[src/rtl/piezo_alert_sched.sv]
`default_nettype none
// ============================================================================
//  Module   : piezo_alert_sched
//  Purpose  : Priority scheduler for the shared piezo tone player. It picks one
//             alert, issues start/abort pulses, rate-limits the non-urgent
//             tunes and enforces a silent gap after each tune.
//  Options  : PIEZO_PREEMPT_EN - too_fast preempts a running BATT/STEER tune.
//  Revision : 1.0 - initial release
// ============================================================================
module piezo_alert_sched #(
    parameter int REPEAT_CYC = 150000000,
    parameter int GAP_CYC    = 2500000,
    parameter int PLAY_TO    = 200000000,
    parameter int CNT_W      = 28
) (
    input  logic       clk,
    input  logic       rst,
    input  logic       too_fast,
    input  logic       batt_low,
    input  logic       en_steer,
    input  logic       tune_done,
    output logic       tune_start,
    output logic [1:0] tune_sel,
    output logic       tune_abort,
    output logic       busy,
    output logic [7:0] alert_cnt
);

    typedef enum logic [1:0] {
        S_IDLE  = 2'd0,
        S_START = 2'd1,
        S_PLAY  = 2'd2,
        S_GAP   = 2'd3
    } state_t;

    localparam logic [1:0]       C_SEL_NONE  = 2'b00;
    localparam logic [1:0]       C_SEL_FAST  = 2'b01;
    localparam logic [1:0]       C_SEL_BATT  = 2'b10;
    localparam logic [1:0]       C_SEL_STEER = 2'b11;
    localparam logic [CNT_W-1:0] C_ONE       = CNT_W'(1);
    localparam logic [CNT_W-1:0] C_REP_LD    = CNT_W'(REPEAT_CYC - 1);
    localparam logic [CNT_W-1:0] C_GAP_LD    = CNT_W'(GAP_CYC - 1);
    localparam logic [CNT_W-1:0] C_TO_LD     = CNT_W'(PLAY_TO - 1);

    state_t           r_state;
    state_t           w_next;
    logic [1:0]       r_tune_sel;
    logic [1:0]       w_sel_next;
    logic [1:0]       w_pick;
    logic             r_tune_start;
    logic             r_tune_abort;
    logic             w_abort_next;
    logic             r_busy;
    logic [7:0]       r_alert_cnt;
    logic [CNT_W-1:0] r_rep_tmr;
    logic [CNT_W-1:0] r_gap_tmr;
    logic [CNT_W-1:0] r_to_tmr;
    logic             w_preempt;
    logic             w_pre_pend;

    // too_fast is never rate-limited; the other two wait for the repeat timer.
    always_comb begin
        w_pick = C_SEL_NONE;
        if (too_fast) begin
            w_pick = C_SEL_FAST;
        end else if (r_rep_tmr == '0) begin
            if (batt_low) begin
                w_pick = C_SEL_BATT;
            end else if (en_steer) begin
                w_pick = C_SEL_STEER;
            end
        end
    end

`ifdef PIEZO_PREEMPT_EN
    // The abort pulse is issued while still in PLAY; an abort seen in PLAY
    // therefore marks a pending preemption and START follows on the next edge.
    assign w_preempt  = (r_state == S_PLAY) && (r_tune_sel != C_SEL_FAST) &&
                        too_fast && !r_tune_abort;
    assign w_pre_pend = (r_state == S_PLAY) && r_tune_abort;
`else
    assign w_preempt  = 1'b0;
    assign w_pre_pend = 1'b0;
`endif

    always_comb begin
        w_next       = r_state;
        w_sel_next   = r_tune_sel;
        w_abort_next = 1'b0;
        case (r_state)
            S_IDLE: begin
                w_sel_next = w_pick;
                if (w_pick != C_SEL_NONE) begin
                    w_next = S_START;
                end
            end
            S_START: begin
                w_next = S_PLAY;
            end
            S_PLAY: begin
                if (w_pre_pend) begin
                    w_next     = S_START;
                    w_sel_next = C_SEL_FAST;
                end else if (w_preempt) begin
                    w_abort_next = 1'b1;
                end else if (tune_done) begin
                    w_next     = S_GAP;
                    w_sel_next = C_SEL_NONE;
                end else if (r_to_tmr == '0) begin
                    w_next       = S_GAP;
                    w_sel_next   = C_SEL_NONE;
                    w_abort_next = 1'b1;
                end
            end
            S_GAP: begin
                w_sel_next = C_SEL_NONE;
                if (r_gap_tmr == '0) begin
                    w_next = S_IDLE;
                end
            end
            default: begin
                w_next     = S_IDLE;
                w_sel_next = C_SEL_NONE;
            end
        endcase
    end

    // START actions happen on the edge entering START so they are visible
    // in the same cycle as the start pulse.
    always_ff @(posedge clk) begin
        if (rst) begin
            r_state      <= S_IDLE;
            r_tune_sel   <= C_SEL_NONE;
            r_tune_start <= 1'b0;
            r_tune_abort <= 1'b0;
            r_busy       <= 1'b0;
            r_alert_cnt  <= 8'd0;
            r_rep_tmr    <= '0;
            r_gap_tmr    <= '0;
            r_to_tmr     <= '0;
        end else begin
            r_state      <= w_next;
            r_tune_sel   <= w_sel_next;
            r_tune_abort <= w_abort_next;
            r_tune_start <= (w_next == S_START);
            r_busy       <= (w_next != S_IDLE);
            if (w_next == S_START) begin
                if (r_alert_cnt != 8'hFF) begin
                    r_alert_cnt <= r_alert_cnt + 8'd1;
                end
                r_rep_tmr <= C_REP_LD;
                r_to_tmr  <= C_TO_LD;
            end else begin
                if (r_rep_tmr != '0) begin
                    r_rep_tmr <= r_rep_tmr - C_ONE;
                end
                if (r_to_tmr != '0) begin
                    r_to_tmr <= r_to_tmr - C_ONE;
                end
            end
            if ((r_state == S_PLAY) && (w_next == S_GAP)) begin
                r_gap_tmr <= C_GAP_LD;
            end else if (r_gap_tmr != '0) begin
                r_gap_tmr <= r_gap_tmr - C_ONE;
            end
        end
    end

    assign tune_start = r_tune_start;
    assign tune_sel   = r_tune_sel;
    assign tune_abort = r_tune_abort;
    assign busy       = r_busy;
    assign alert_cnt  = r_alert_cnt;

endmodule
`default_nettype wire

[config.mk]
export PLATFORM = sky130hd
export DESIGN_NAME = piezo_alert_sched
export DESIGN_NICKNAME = d
export VERILOG_FILES = /design/src/rtl/piezo_alert_sched.sv
export SDC_FILE = /design/constraint.sdc
export NUM_CORES = 1
export LEC_CHECK = 0
export BUFFER_PORTS_ARGS = -buffer_cell sky130_fd_sc_hd__buf_2
export CORE_MARGIN = 1
export CORE_UTILIZATION = 26
export CTS_BUF_LIST = sky130_fd_sc_hd__clkbuf_2
export CTS_CLUSTER_SIZE = 10
export DETAILED_ROUTE_END_ITERATION = 12
export GPL_TIMING_DRIVEN = 0
export SLEW_MARGIN = 10
export SYNTH_ARGS = -nofsm -noshare
export SYNTH_HDL_FRONTEND = slang
export SYNTH_SLANG_ARGS = --single-unit
[constraint.sdc]
create_clock -name clk -period 3.3 [get_ports clk]
set_clock_uncertainty 0.2 [all_clocks]
set_input_delay 0.66 -clock clk [delete_from_list [all_inputs] [get_ports clk]]
set_output_delay 0.66 -clock clk [all_outputs]
set_load 0.02 [all_outputs]
### Word-level counts from Yosys, hierarchy flattened

Index checks and enable logic that the tools add are counted.

* flip-flop bits (word level): 99
* latch bits: 0
* RAM bits: 0
* bits in read-only memories: 0
* input bits: 6
* output and inout bits: 13
* logic and storage cells: 62
* memories: 0

* add/sub/neg operators: 4
* multipliers: 0
* divide/modulo/power cells: 0
* $lt $le $gt $ge: 0
* eq/ne operators: 7
* shift-type cells: 0
* mux-type cells: 19
* bitwise operators: 1
* reductions and logical operators: 19

Operators by type and width (count)
* 28-bit 2-to-1 mux: 4
* 28-bit zero test: 3
* 28-bit nonzero test: 3
* 28-bit by 1-bit subtractor with 28-bit output, second input constant: 3
* 22-bit 2-to-1 mux: 2
* 2-bit 2-to-1 mux: 10
* 2-bit nonzero test: 5
* 8-bit by 1-bit adder with 8-bit output, second input constant: 1
* 8-bit != test, second input constant: 1
* 2-bit case mux with 4 select lines: 1
* 2-bit == test, second input constant: 3
* 2-bit case mux with 3 select lines: 1
* 2-bit by 1-bit == test with 1-bit output, second input constant: 2
* 2-bit AND reduction: 2
* 2-bit OR reduction: 2
* 3-bit != test, second input constant: 1
* 3-bit nonzero test: 1
* 3-bit OR reduction: 1
* 2-bit zero test: 1
* 1-bit logical AND: 1
* 1-bit 2-to-1 mux: 1
* 1-bit inverter: 1

### Logic depth before layout (Yosys ltp)

Gate-level depths: netlist of the first run.

* depth in word-level cells: 10
* depth in mapped cells: 9
* mapped depth without buffers: 7

### Worst setup path after synthesis of the first run

OpenSTA, ideal clock, no wires.

* path type: reg-to-reg
* start point: register r_gap_tmr[17]
* end point: register r_gap_tmr[25]
* library setup time: 66 ps
* arrival time: 2384 ps
* data required time: 3034 ps
* setup slack: 650 ps
* stages on the path, launching flop included: 7
* path buffers: 1
* period minus slack after synthesis: 2650 ps
* cells stage by stage: dfxtp_1 -> or4_4 -> or4_4 -> buf_6 -> or3_4 -> or4_4 -> a21oi_2

* word-level cells in the longest chain between the ends: 6
* elaborated cells between the ends (all ways): 8
* those cells by class: add/sub: 1; eq/ne: 1; mux: 2; reduce/logical: 4

Ends and longest elaborated chain
* start: declaration: line 56 `logic [CNT_W-1:0] r_gap_tmr;`
* start signal: assignment: line 164 `r_gap_tmr <= r_gap_tmr - C_ONE;`
* 28-bit zero test: line 117 `if (r_gap_tmr == '0) begin`
* 2-bit 2-to-1 mux: line 117
* 2-bit case mux with 4 select lines: line 90 `case (r_state)`
* 2-bit == test: line 161 `if ((r_state == S_PLAY) && (w_next == S_GAP)) begin`
* 1-bit logical AND: line 161
* 2-bit OR reduction (no source line)

Several ways; a longest one is shown, not always the timed one.
A chain may end at the register's enable or synchronous reset.

### Worst setup path after layout of the first run

* start point: register r_gap_tmr[17]
* end point: register r_busy (netlist: busy)

* word-level cells in the longest chain between the ends: 4

Ends and longest elaborated chain
* 28-bit zero test: line 117
* 2-bit 2-to-1 mux: line 117
* 2-bit case mux with 4 select lines: line 90
* 2-bit nonzero test: line 146 `r_busy <= (w_next != S_IDLE);`
* end signal: assignment: line 146
* end: declaration: line 53 `logic r_busy;`

No other way between the ends.

==> results of run 1 <==
[layer usage]
metal  track usage  up-vias
met5             0        -
met2         0.213       66
met1         0.176     2109
li1              -     2291
met4        0.0370        0
met3        0.0291        7
[cell usage in the layout, fill, tap and decap left out, types with 4 or more instances in the layout]
master,n
sky130_fd_sc_hd__dfxtp_1,99
sky130_fd_sc_hd__a21oi_1,55
sky130_fd_sc_hd__nor2_1,41
sky130_fd_sc_hd__or3_1,32
sky130_fd_sc_hd__or4_1,29
sky130_fd_sc_hd__o31ai_1,26
sky130_fd_sc_hd__clkbuf_1,25
sky130_fd_sc_hd__o21ai_0,23
sky130_fd_sc_hd__nand2_1,22
sky130_fd_sc_hd__buf_2,21
sky130_fd_sc_hd__a31oi_1,20
sky130_fd_sc_hd__nor3_1,17
sky130_fd_sc_hd__xnor2_1,17
sky130_fd_sc_hd__nor4_1,15
sky130_fd_sc_hd__clkbuf_2,15
sky130_fd_sc_hd__inv_1,14
sky130_fd_sc_hd__nand3_1,11
sky130_fd_sc_hd__xor2_1,11
sky130_fd_sc_hd__nand2b_1,9
sky130_fd_sc_hd__o211ai_1,8
sky130_fd_sc_hd__o311ai_0,7
sky130_fd_sc_hd__ha_1,7
sky130_fd_sc_hd__or2_2,6
sky130_fd_sc_hd__nand4_1,6
sky130_fd_sc_hd__o41ai_1,6
sky130_fd_sc_hd__nand4b_1,5
sky130_fd_sc_hd__and4_1,4
sky130_fd_sc_hd__mux2_2,4
[worst max-delay path, delay by kind of cell, from the launching register on]
kind            cells  cell delay, ps
simple gates        3            1810
compound gates      2             510
flops               1             390
[layout make-up]
type / count / area, sq um / area share
diodes: 1 / 2.50 / 0.000457
plain buffers: 33 / 140 / 0.0256
clock buffers: 12 / 60.1 / 0.0110
clock inverters: 4 / 41.3 / 0.00755
inverters: 14 / 52.6 / 0.00960
multi-input cells: 432 / 2820 / 0.515
flip-flops and latches: 99 / 1980 / 0.362
well taps: 234 / 293 / 0.0535
repair buffers: 17 / 85.1 / 0.0155
[power groups by stage]
stage | registers, mW | logic [mW] | clock network, mW
floorplan | 1.64 | 1.58 | 0
global placement | 1.69 | 2.01 | 0
detailed placement | 1.69 | 2.02 | 0
CTS | 1.67 | 2.02 | 0.606
global route | 1.72 | 2.29 | 0.646
finish | 1.67 | 2.03 | 0.574
[state kept, by name, indices dropped and copies added (netlist names)]
name        count
r_gap_tmr      28
r_rep_tmr      28
r_to_tmr       28
alert_cnt       8
r_state         2
tune_sel        2
busy            1
tune_abort      1
tune_start      1
[through the flow]
step | hold WS (ps) | power, mW | std cells
3_5_place_dp | 274 | 3.70 | 829
2_1_floorplan | 237 | 3.22 | 578
6_report | 81.1 | 4.28 | 846
5_1_grt | 1.11 | 4.65 | 846
3_3_place_gp | 257 | 3.69 | 829
4_1_cts | 20.8 | 4.30 | 845
[worst paths after layout]
kind                               from                          to  cells after the start
max          r_gap_tmr[17]$_SDFFE_PP0P_             busy$_SDFF_PP0_                      5
min                           tune_done       tune_abort$_SDFF_PP0_                      2
max reg2reg  r_gap_tmr[17]$_SDFFE_PP0P_             busy$_SDFF_PP0_                      5
min reg2reg  r_rep_tmr[13]$_SDFFE_PP0P_  r_rep_tmr[13]$_SDFFE_PP0P_                      2
[kinds of logic after synthesis]
group                    synth area share
multiplexers                      0.00906
buffers and inverters              0.0383
flip-flops                          0.399
adder cells (fa/ha/maj)            0.0176
AND/OR/NAND/NOR                     0.266
XOR/XNOR                           0.0493
AO/OA/AOI/OAI                       0.221
==> metrics.txt, run 1 <==
# TYPE chip_impl_metric gauge
chip_impl_info{name="run_status",value="finished clean"} 1
chip_impl_metric{name="max-slew-margin-rel",unit=""} 0.221
chip_impl_info{name="critPathSlowestCell",value="sky130_fd_sc_hd__nor4_1"} 1
chip_impl_metric{name="detail_route.first_pass.iterations",unit=""} 4
chip_impl_info{name="crit_chain",value="or4_4 -> nor4_1 -> nand4_1 -> o31ai_1 -> a21oi_1"} 1
chip_impl_metric{name="yosys.area.top_type_share",unit=""} 0.399
chip_impl_metric{name="timing.final.max_slew_violations",unit=""} 0
chip_impl_metric{name="cts.clk_slew.worst_paths",unit="ps"} 240
chip_impl_metric{name="required_time_worst_endpoint",unit="ps"} 3560
chip_impl_metric{name="fmax",unit="MHz"} 330
chip_impl_metric{name="insertion_delay",unit="ps"} 600
chip_impl_metric{name="tritoncts_num_sinks",unit=""} 99
chip_impl_metric{name="ys_ff_latch",unit=""} 99
chip_impl_metric{name="part_of_the_power_in_registers",unit=""} 0.391
chip_impl_metric{name="detailroute.via_count",unit=""} 4473
chip_impl_metric{name="synthArstFlopShare",unit=""} 0
chip_impl_metric{name="synth_fp_nets",unit=""} 591
chip_impl_metric{name="globalplace.congestion",unit=""} 0.816
chip_impl_metric{name="final_layout_size_suffix_gt1_frac",unit=""} 0.105
chip_impl_metric{name="grt_overflow",unit=""} 0
chip_impl_metric{name="cell_internal_pwr",unit="mW"} 2.40
chip_impl_info{name="clock_root_buffer",value="sky130_fd_sc_hd__clkbuf_2"} 1
chip_impl_metric{name="power_switching_share",unit=""} 0.439
chip_impl_info{name="dr.max_layer_used",value="met4"} 1
chip_impl_metric{name="io_buffer_count",unit=""} 17
chip_impl_metric{name="first_iter_violations",unit=""} 219
chip_impl_metric{name="power.clock.fraction",unit=""} 0.134
chip_impl_metric{name="dp_hpwl",unit="mm"} 8.87
chip_impl_metric{name="start_util",unit=""} 0.266
chip_impl_metric{name="cts-buffers-inserted",unit=""} 9
chip_impl_metric{name="grtUsageTotal",unit=""} 0.132
chip_impl_metric{name="regToRegSetupSlack",unit="ps"} 270
chip_impl_metric{name="post_cts_resized",unit=""} 1
chip_impl_info{name="synth_top_cells_by_count",value="sky130_fd_sc_hd__dfxtp_1 (99), sky130_fd_sc_hd__a21oi_1 (55), sky130_fd_sc_hd__nor2_1 (41)"} 1
chip_impl_metric{name="fin_ws",unit="ps"} 269
chip_impl_info{name="timing.critical_path.from_type",value="register"} 1
chip_impl_metric{name="worst-endpoint-arrival",unit="ps"} 3290
chip_impl_info{name="synthFlopType",value="sky130_fd_sc_hd__dfxtp_1"} 1
chip_impl_info{name="timing_worst_setup_path_type",value="register to register"} 1
chip_impl_metric{name="final-hold-violation-count",unit=""} 0
chip_impl_metric{name="grt_pass1_vias",unit=""} 4068
chip_impl_metric{name="postPlaceCellArea",unit="sq um"} 5350
chip_impl_metric{name="grt_first_pass_wirelength",unit="mm"} 21.0
chip_impl_metric{name="ir_worst_vdd",unit="V"} 0.000507
chip_impl_metric{name="drtAntennaViolNets",unit=""} 0
chip_impl_metric{name="core_region_area",unit="sq um"} 18700
chip_impl_metric{name="ios",unit=""} 19
chip_impl_metric{name="preCtsSetupSlack",unit="ps"} -36.7
chip_impl_metric{name="die_height",unit="um"} 140
chip_impl_info{name="yosysMostFrequentCell",value="sky130_fd_sc_hd__dfxtp_1"} 1
chip_impl_metric{name="critPathMaxStageDelay",unit="ps"} 890
chip_impl_metric{name="ys_warn_count",unit=""} 0
chip_impl_metric{name="max_cap_violations",unit=""} 0
chip_impl_metric{name="finalSetupViolCount",unit=""} 0
chip_impl_metric{name="cts_hold_buffers",unit=""} 0
chip_impl_metric{name="routed-wl-met3",unit="um"} 433
chip_impl_metric{name="rows",unit=""} 50
chip_impl_metric{name="yosysSeqAreaShare",unit=""} 0.399
chip_impl_metric{name="netlist_instances",unit=""} 578
chip_impl_metric{name="stdcell_area",unit="sq um"} 5470
chip_impl_metric{name="power_switching",unit="mW"} 1.88
chip_impl_metric{name="drc",unit=""} 0
chip_impl_metric{name="number_of_buffers_on_the_longest_clock_path",unit=""} 2
chip_impl_metric{name="comb_power_share",unit=""} 0.474
chip_impl_info{name="end_kind",value="register"} 1
chip_impl_metric{name="layout-area-overhead-vs-synth",unit="%"} 10.1
chip_impl_metric{name="fillCellCount",unit=""} 1967
chip_impl_metric{name="grt_max_degree",unit=""} 15
chip_impl_metric{name="yosys.cell_types.count",unit=""} 59
chip_impl_info{name="rsz0062_at_grt",value="false"} 1
chip_impl_metric{name="chipWidth",unit="um"} 140
chip_impl_metric{name="cts_max_level",unit=""} 3
chip_impl_info{name="clock_tree_from_tritoncts",value="yes"} 1
chip_impl_metric{name="finalWirelength",unit="mm"} 12.5
chip_impl_metric{name="die_area",unit="sq um"} 19700
chip_impl_info{name="synth_area_leader_cell",value="sky130_fd_sc_hd__dfxtp_1"} 1
chip_impl_metric{name="average_via_count_per_standard_cell",unit=""} 5.29
chip_impl_metric{name="final.period_utilization",unit=""} 0.918
chip_impl_metric{name="grt_antenna_before_repair",unit=""} 1
chip_impl_metric{name="wl_per_cell",unit="um"} 14.8
chip_impl_metric{name="synth_edf_count",unit=""} 0
chip_impl_info{name="hp-class",value="primary input to register"} 1
chip_impl_info{name="yosys-top-cells-area",value="sky130_fd_sc_hd__dfxtp_1 (40%), sky130_fd_sc_hd__a21oi_1 (5.5%), sky130_fd_sc_hd__or4_1 (4.4%), sky130_fd_sc_hd__or3_1 (4.0%), sky130_fd_sc_hd__o31ai_1 (3.9%)"} 1
chip_impl_metric{name="power.density",unit="nW/um^2"} 782
chip_impl_metric{name="cts.repair_timing.setup_buffer_count",unit=""} 0
chip_impl_metric{name="worst_slew_pin_slew",unit="ps"} 1160
chip_impl_metric{name="final_nets",unit=""} 619
chip_impl_metric{name="final_util",unit=""} 0.293
chip_impl_metric{name="detail_route.wirelength.met1",unit="mm"} 6.14
chip_impl_metric{name="route.met2.wl",unit="mm"} 5.83
chip_impl_metric{name="totalNegativeSetupSlack",unit="ps"} 0
chip_impl_metric{name="p_leak",unit="nW"} 1.83
chip_impl_metric{name="synth.cell_area",unit="sq um"} 4970
chip_impl_metric{name="syn_avg_cell_area",unit="sq um"} 8.60
chip_impl_metric{name="final_period_minus_worst_setup_slack",unit="ps"} 3030
chip_impl_metric{name="critical_path_peak_fanout",unit=""} 7
Note: power is estimated with default switching activity, not from simulation.
==> inputs of run 2 (changes only) <==
--- a/config.mk
+++ b/config.mk
@@ -11,8 +11,11 @@
 export CTS_BUF_LIST = sky130_fd_sc_hd__clkbuf_2
 export CTS_CLUSTER_SIZE = 10
 export DETAILED_ROUTE_END_ITERATION = 12
+export GPL_ROUTABILITY_DRIVEN = 0
 export GPL_TIMING_DRIVEN = 0
+export PLACE_DENSITY = 0.44
 export SLEW_MARGIN = 10
 export SYNTH_ARGS = -nofsm -noshare
 export SYNTH_HDL_FRONTEND = slang
 export SYNTH_SLANG_ARGS = --single-unit
+export TNS_END_PERCENT = 5
==> metrics.txt, run 2 (same netlist as run 1, synthesis figures left out) <==
# TYPE chip_impl_metric gauge
chip_impl_metric{name="start_util",unit=""} 0.266
chip_impl_metric{name="critical_path_buf_inv_count",unit=""} 2
chip_impl_metric{name="grtUsageTotal",unit=""} 0.148
chip_impl_info{name="rsz0062_at_grt",value="true"} 1
chip_impl_metric{name="average_via_count_per_standard_cell",unit=""} 5.45
chip_impl_info{name="timing.critical_path.from_type",value="register"} 1
chip_impl_metric{name="ir_worst_vdd",unit="V"} 0.000331
chip_impl_info{name="end_kind",value="register"} 1
chip_impl_metric{name="totalNegativeSetupSlack",unit="ps"} 0
chip_impl_info{name="largestRegisters",value="r_gap_tmr (28), r_rep_tmr (28), r_to_tmr (28)"} 1
chip_impl_metric{name="layout-area-overhead-vs-synth",unit="%"} 9.94
chip_impl_metric{name="final_period_minus_worst_setup_slack",unit="ps"} 3040
chip_impl_metric{name="die_area",unit="sq um"} 19700
chip_impl_metric{name="grt_overflow",unit=""} 0
chip_impl_metric{name="final-hold-violation-count",unit=""} 0
chip_impl_metric{name="chipWidth",unit="um"} 140
chip_impl_metric{name="cts_max_level",unit=""} 3
chip_impl_metric{name="core_region_area",unit="sq um"} 18700
chip_impl_info{name="clock_tree_from_tritoncts",value="yes"} 1
chip_impl_metric{name="final_nets",unit=""} 619
chip_impl_metric{name="grt_pass1_vias",unit=""} 4334
chip_impl_metric{name="final_layout_size_suffix_gt1_frac",unit=""} 0.110
chip_impl_metric{name="insertion_delay",unit="ps"} 620
chip_impl_metric{name="critPathMaxStageDelay",unit="ps"} 640
chip_impl_metric{name="drtAntennaViolNets",unit=""} 0
chip_impl_metric{name="drc",unit=""} 0
chip_impl_metric{name="number_of_buffers_on_the_longest_clock_path",unit=""} 2
chip_impl_metric{name="first_iter_violations",unit=""} 270
chip_impl_metric{name="timing.final.max_slew_violations",unit=""} 0
chip_impl_metric{name="wl_per_cell",unit="um"} 16.5
chip_impl_metric{name="grt_max_degree",unit=""} 16
chip_impl_metric{name="cts.repair_timing.setup_buffer_count",unit=""} 0
chip_impl_metric{name="tritoncts_num_sinks",unit=""} 99
chip_impl_info{name="hp-class",value="primary input to register"} 1
chip_impl_metric{name="worst-endpoint-arrival",unit="ps"} 3330
chip_impl_metric{name="die_height",unit="um"} 140
chip_impl_metric{name="cts_hold_buffers",unit=""} 0
chip_impl_info{name="critPathSlowestCell",value="sky130_fd_sc_hd__nor4_2"} 1
chip_impl_info{name="mostFrequentLayoutCells",value="sky130_fd_sc_hd__dfxtp_1 (99), sky130_fd_sc_hd__a21oi_1 (55), sky130_fd_sc_hd__nor2_1 (41)"} 1
chip_impl_metric{name="p_leak",unit="nW"} 1.82
chip_impl_metric{name="max_cap_violations",unit=""} 0
chip_impl_metric{name="fmax",unit="MHz"} 329
chip_impl_metric{name="cts.clk_slew.worst_paths",unit="ps"} 260
chip_impl_metric{name="io_buffer_count",unit=""} 17
chip_impl_metric{name="grt_antenna_before_repair",unit=""} 1
chip_impl_info{name="run_status",value="finished clean"} 1
chip_impl_info{name="timing.critical_path.max_delay_family",value="simple AND/OR/NAND/NOR gates"} 1
chip_impl_metric{name="total_power",unit="mW"} 4.32
chip_impl_info{name="crit_chain",value="or3_1 -> nor4_2 -> and3_1 -> clkbuf_1 -> buf_2 -> nor4b_1"} 1
chip_impl_metric{name="detailroute.via_count",unit=""} 4610
chip_impl_metric{name="grt_first_pass_wirelength",unit="mm"} 22.9
chip_impl_metric{name="required_time_worst_endpoint",unit="ps"} 3590
chip_impl_metric{name="finalWirelength",unit="mm"} 14.0
chip_impl_metric{name="cts-buffers-inserted",unit=""} 9
chip_impl_metric{name="detail_route.first_pass.iterations",unit=""} 5
chip_impl_metric{name="dp_hpwl",unit="mm"} 9.65
chip_impl_info{name="clock_root_buffer",value="sky130_fd_sc_hd__clkbuf_2"} 1
chip_impl_metric{name="final.period_utilization",unit=""} 0.921
chip_impl_metric{name="rows",unit=""} 50
chip_impl_info{name="timing_worst_setup_path_type",value="register to register"} 1
chip_impl_metric{name="worst_slew_pin_slew",unit="ps"} 817
chip_impl_metric{name="power.density",unit="nW/um^2"} 790
chip_impl_metric{name="critical_path_peak_fanout",unit=""} 10
chip_impl_metric{name="ios",unit=""} 19
chip_impl_metric{name="finalSetupViolCount",unit=""} 0
chip_impl_info{name="layout.cells.most_common",value="sky130_fd_sc_hd__dfxtp_1"} 1
chip_impl_metric{name="max-slew-margin-rel",unit=""} 0.450
run 2: metal layers:
layer,vias up,track usage,wire [um]
met5,-,0,0
met1,2244,0.197,6930
met3,10,0.0373,430
met2,68,0.239,6460
li1,2288,-,-
met4,0,0.0330,155
run 2: cell type report:
type / count / area, sq um
Fill cell: 2000 / 13200
Buffer: 33 / 141
Clock buffer: 10 / 50.0
Sequential cell: 99 / 1980
Antenna cell: 1 / 2.50
Clock inverter: 6 / 32.5
Tap cell: 234 / 293
Inverter: 14 / 52.6
Multi-Input combinational cell: 432 / 2830
Timing Repair Buffer: 17 / 85.1
run 2: power by group:
group	switching (mW)	internal [mW]	total [mW]
Clock	0.431	0.0950	0.526
Combinational	1.32	0.801	2.12
Sequential	0.245	1.43	1.68
Total	1.99	2.33	4.32
run 2: path summary, 6_finish.rpt:
path	from	to	slack [ps]	cells after the start
setup / recovery	r_to_tmr[24]$_SDFFE_PP0P_	tune_abort$_SDFF_PP0_	260	6
hold / removal	tune_done	tune_abort$_SDFF_PP0_	100	2
setup reg to reg	r_to_tmr[24]$_SDFFE_PP0P_	tune_abort$_SDFF_PP0_	260	6
hold reg to reg	r_rep_tmr[7]$_SDFFE_PP0P_	r_rep_tmr[7]$_SDFFE_PP0P_	290	2
run 2: repair_timing:
action                                 CTS  global route
endpoints found under the hold margin    0             0
setup endpoints to repair               27            46
gates resized for setup                  4             6
run 2: per-stage QoR:
stage	cells	util	hold WS (ps)	area, sq um	setup WS (ps)
global route	846	0.292	37.1	5470	-27.8
CTS	845	0.291	45.0	5440	81.5
global placement	829	0.286	261	5350	-233
detailed placement	829	0.286	267	5350	-314
floorplan	578	-	237	4970	650
finish	846	0.292	104	5470	261
==> inputs of run 3 (changes only) <==
==> constraint.sdc (replaced) <==
create_clock -name clk -period 3 [get_ports clk]
set_clock_uncertainty 0.2 [all_clocks]
set_input_delay 0.6 -clock clk [delete_from_list [all_inputs] [get_ports clk]]
set_output_delay 0.6 -clock clk [all_outputs]
set_load 0.02 [all_outputs]
==> metrics.txt, run 3 (same netlist as run 1, synthesis figures left out) <==
# TYPE chip_impl_metric gauge
chip_impl_metric{name="p_leak",unit="nW"} 1.85
chip_impl_metric{name="final_nets",unit=""} 620
chip_impl_metric{name="detail_route.first_pass.iterations",unit=""} 4
chip_impl_metric{name="cts-buffers-inserted",unit=""} 9
chip_impl_metric{name="fin_ws",unit="ps"} 125
chip_impl_metric{name="layout-area-overhead-vs-synth",unit="%"} 12.2
chip_impl_metric{name="ir_worst_vdd",unit="V"} 0.000397
chip_impl_metric{name="finalWirelength",unit="mm"} 14.0
chip_impl_metric{name="grt_first_pass_wirelength",unit="mm"} 23.1
chip_impl_metric{name="required_time_worst_endpoint",unit="ps"} 3350
chip_impl_metric{name="ff2ff_path_depth",unit=""} 6
chip_impl_metric{name="chipWidth",unit="um"} 140
chip_impl_metric{name="cts.clk_slew.worst_paths",unit="ps"} 280
chip_impl_metric{name="io_buffer_count",unit=""} 17
chip_impl_metric{name="total_power",unit="mW"} 4.80
chip_impl_metric{name="tritoncts_num_sinks",unit=""} 99
chip_impl_metric{name="wl_per_cell",unit="um"} 16.6
chip_impl_metric{name="fmax",unit="MHz"} 348
chip_impl_metric{name="cts_max_level",unit=""} 3
chip_impl_metric{name="final_cells",unit=""} 847
chip_impl_metric{name="grt_antenna_before_repair",unit=""} 1
chip_impl_metric{name="critical_path_peak_fanout",unit=""} 9
chip_impl_metric{name="worst-endpoint-arrival",unit="ps"} 3230
chip_impl_info{name="clock_root_buffer",value="sky130_fd_sc_hd__clkbuf_2"} 1
chip_impl_metric{name="grt_pass1_vias",unit=""} 4358
chip_impl_metric{name="timing.hold.worst_path_depth",unit=""} 3
chip_impl_metric{name="grt_max_degree",unit=""} 16
chip_impl_metric{name="power_switching",unit="mW"} 2.22
chip_impl_info{name="hp-class",value="primary input to register"} 1
chip_impl_metric{name="die_area",unit="sq um"} 19700
chip_impl_info{name="layout.cells.most_common",value="sky130_fd_sc_hd__dfxtp_1"} 1
chip_impl_metric{name="core_region_area",unit="sq um"} 18700
chip_impl_metric{name="fillCellCount",unit=""} 1994
chip_impl_metric{name="final.period_utilization",unit=""} 0.958
chip_impl_metric{name="power.density",unit="nW/um^2"} 860
chip_impl_metric{name="ios",unit=""} 19
chip_impl_metric{name="grt_overflow",unit=""} 0
chip_impl_info{name="end_kind",value="register"} 1
chip_impl_metric{name="detailroute.via_count",unit=""} 4607
chip_impl_metric{name="seq_area",unit="sq um"} 1990
chip_impl_metric{name="insertion_delay",unit="ps"} 610
chip_impl_info{name="run_status",value="finished clean"} 1
chip_impl_metric{name="part_of_the_power_in_registers",unit=""} 0.385
chip_impl_metric{name="cell_internal_pwr",unit="mW"} 2.58
chip_impl_metric{name="stdcell_area",unit="sq um"} 5580
chip_impl_info{name="timing_worst_setup_path_type",value="register to register"} 1
chip_impl_metric{name="rows",unit=""} 50
chip_impl_metric{name="worst_slew_pin_slew",unit="ps"} 862
chip_impl_metric{name="final_util",unit=""} 0.298
chip_impl_info{name="rsz0062_at_grt",value="false"} 1
chip_impl_metric{name="placedCellCount",unit=""} 829
chip_impl_metric{name="max-slew-margin-rel",unit=""} 0.420
chip_impl_metric{name="comb_power_share",unit=""} 0.495
chip_impl_metric{name="drc",unit=""} 0
chip_impl_metric{name="postPlaceCellArea",unit="sq um"} 5350
chip_impl_metric{name="finalSetupViolCount",unit=""} 0
chip_impl_metric{name="drtAntennaViolNets",unit=""} 0
chip_impl_metric{name="dp_hpwl",unit="mm"} 9.65
chip_impl_metric{name="grtUsageTotal",unit=""} 0.149
chip_impl_metric{name="hold_slack",unit="ps"} 133
chip_impl_info{name="clock_tree_from_tritoncts",value="yes"} 1
chip_impl_metric{name="final_period_minus_worst_setup_slack",unit="ps"} 2870
chip_impl_metric{name="totalNegativeSetupSlack",unit="ps"} 0
chip_impl_metric{name="preCtsSetupSlack",unit="ps"} -614
chip_impl_metric{name="number_of_buffers_on_the_longest_clock_path",unit=""} 2
chip_impl_info{name="timing.critical_path.from_type",value="register"} 1
chip_impl_metric{name="power.clock.fraction",unit=""} 0.120
chip_impl_info{name="mostFrequentLayoutCells",value="sky130_fd_sc_hd__dfxtp_1 (98), sky130_fd_sc_hd__a21oi_1 (55), sky130_fd_sc_hd__nor2_1 (41)"} 1
chip_impl_metric{name="cts.repair_timing.setup_buffer_count",unit=""} 0
chip_impl_metric{name="average_via_count_per_standard_cell",unit=""} 5.44
chip_impl_metric{name="power_switching_share",unit=""} 0.463
chip_impl_metric{name="start_util",unit=""} 0.266
chip_impl_metric{name="first_iter_violations",unit=""} 275
chip_impl_metric{name="final-hold-violation-count",unit=""} 0
chip_impl_metric{name="max_cap_violations",unit=""} 0
chip_impl_metric{name="multi_input_comb_area",unit="sq um"} 2910
chip_impl_info{name="largestRegisters",value="r_gap_tmr (28), r_rep_tmr (28), r_to_tmr (28)"} 1
chip_impl_metric{name="final_layout_size_suffix_gt1_frac",unit=""} 0.127
chip_impl_metric{name="die_height",unit="um"} 140
chip_impl_metric{name="timing.final.max_slew_violations",unit=""} 0
run 3: cell count changes in the layout (fill, tap and decap cells not counted), sizes merged:
cell         change
dlygate4sd3      +1
run 3: power groups by stage:
stage	Sequential, mW	Combinational, mW	Clock [mW]
after floorplan	1.80	1.74	0
after global placement	1.85	2.25	0
after detailed placement	1.86	2.28	0
after CTS	1.84	2.33	0.612
after global routing	1.89	2.64	0.659
final	1.85	2.37	0.577
run 3: per-layer routing:
| metal | vias to the layer above | share of wire | GRT usage |
|---|---|---|---|
| met1 | 2245 | 0.49 | 0.196 |
| met5 | - | 0 | 0 |
| met2 | 55 | 0.47 | 0.244 |
| li1 | 2297 | - | - |
| met4 | 0 | 0.0093 | 0.0295 |
| met3 | 10 | 0.030 | 0.0376 |
run 3: final cells by class:
type | instances | share of cell area
antenna | 1 | 0.000449
buffer | 33 | 0.0271
clock buffer | 10 | 0.00897
clock inverter | 6 | 0.00583
inverter | 14 | 0.00942
multi-input combinational | 432 | 0.523
sequential | 99 | 0.356
tap | 234 | 0.0525
timing repair buffer | 18 | 0.0171
run 3: critical path, stage by stage (launching register included):
cell and delay, ps:
sky130_fd_sc_hd__dfxtp_4 430, sky130_fd_sc_hd__or4_1 510, sky130_fd_sc_hd__buf_2 200, sky130_fd_sc_hd__or3_4 420, sky130_fd_sc_hd__a211o_1 350, sky130_fd_sc_hd__or4b_1 540
sky130_fd_sc_hd__a31oi_1 170
run 3: repair_timing:
item / CTS / global route
setup endpoints to repair: 60 / 75
hold endpoints to repair: 1 / 0
cloned: 0 / 0
hold buffers: 1 / 0
gates resized for setup: 15 / 18
run 3: worst paths after layout:
path	startpoint	to	slack [ps]
worst max-delay path	r_rep_tmr[4]$_SDFFE_PP0P_	r_rep_tmr[20]$_SDFFE_PP0P_	130
worst max register to register	r_rep_tmr[4]$_SDFFE_PP0P_	r_rep_tmr[20]$_SDFFE_PP0P_	130
worst min-delay path	too_fast	tune_sel[0]$_SDFFE_PP0P_	130
worst min register to register	r_rep_tmr[7]$_SDFFE_PP0P_	r_rep_tmr[7]$_SDFFE_PP0P_	290
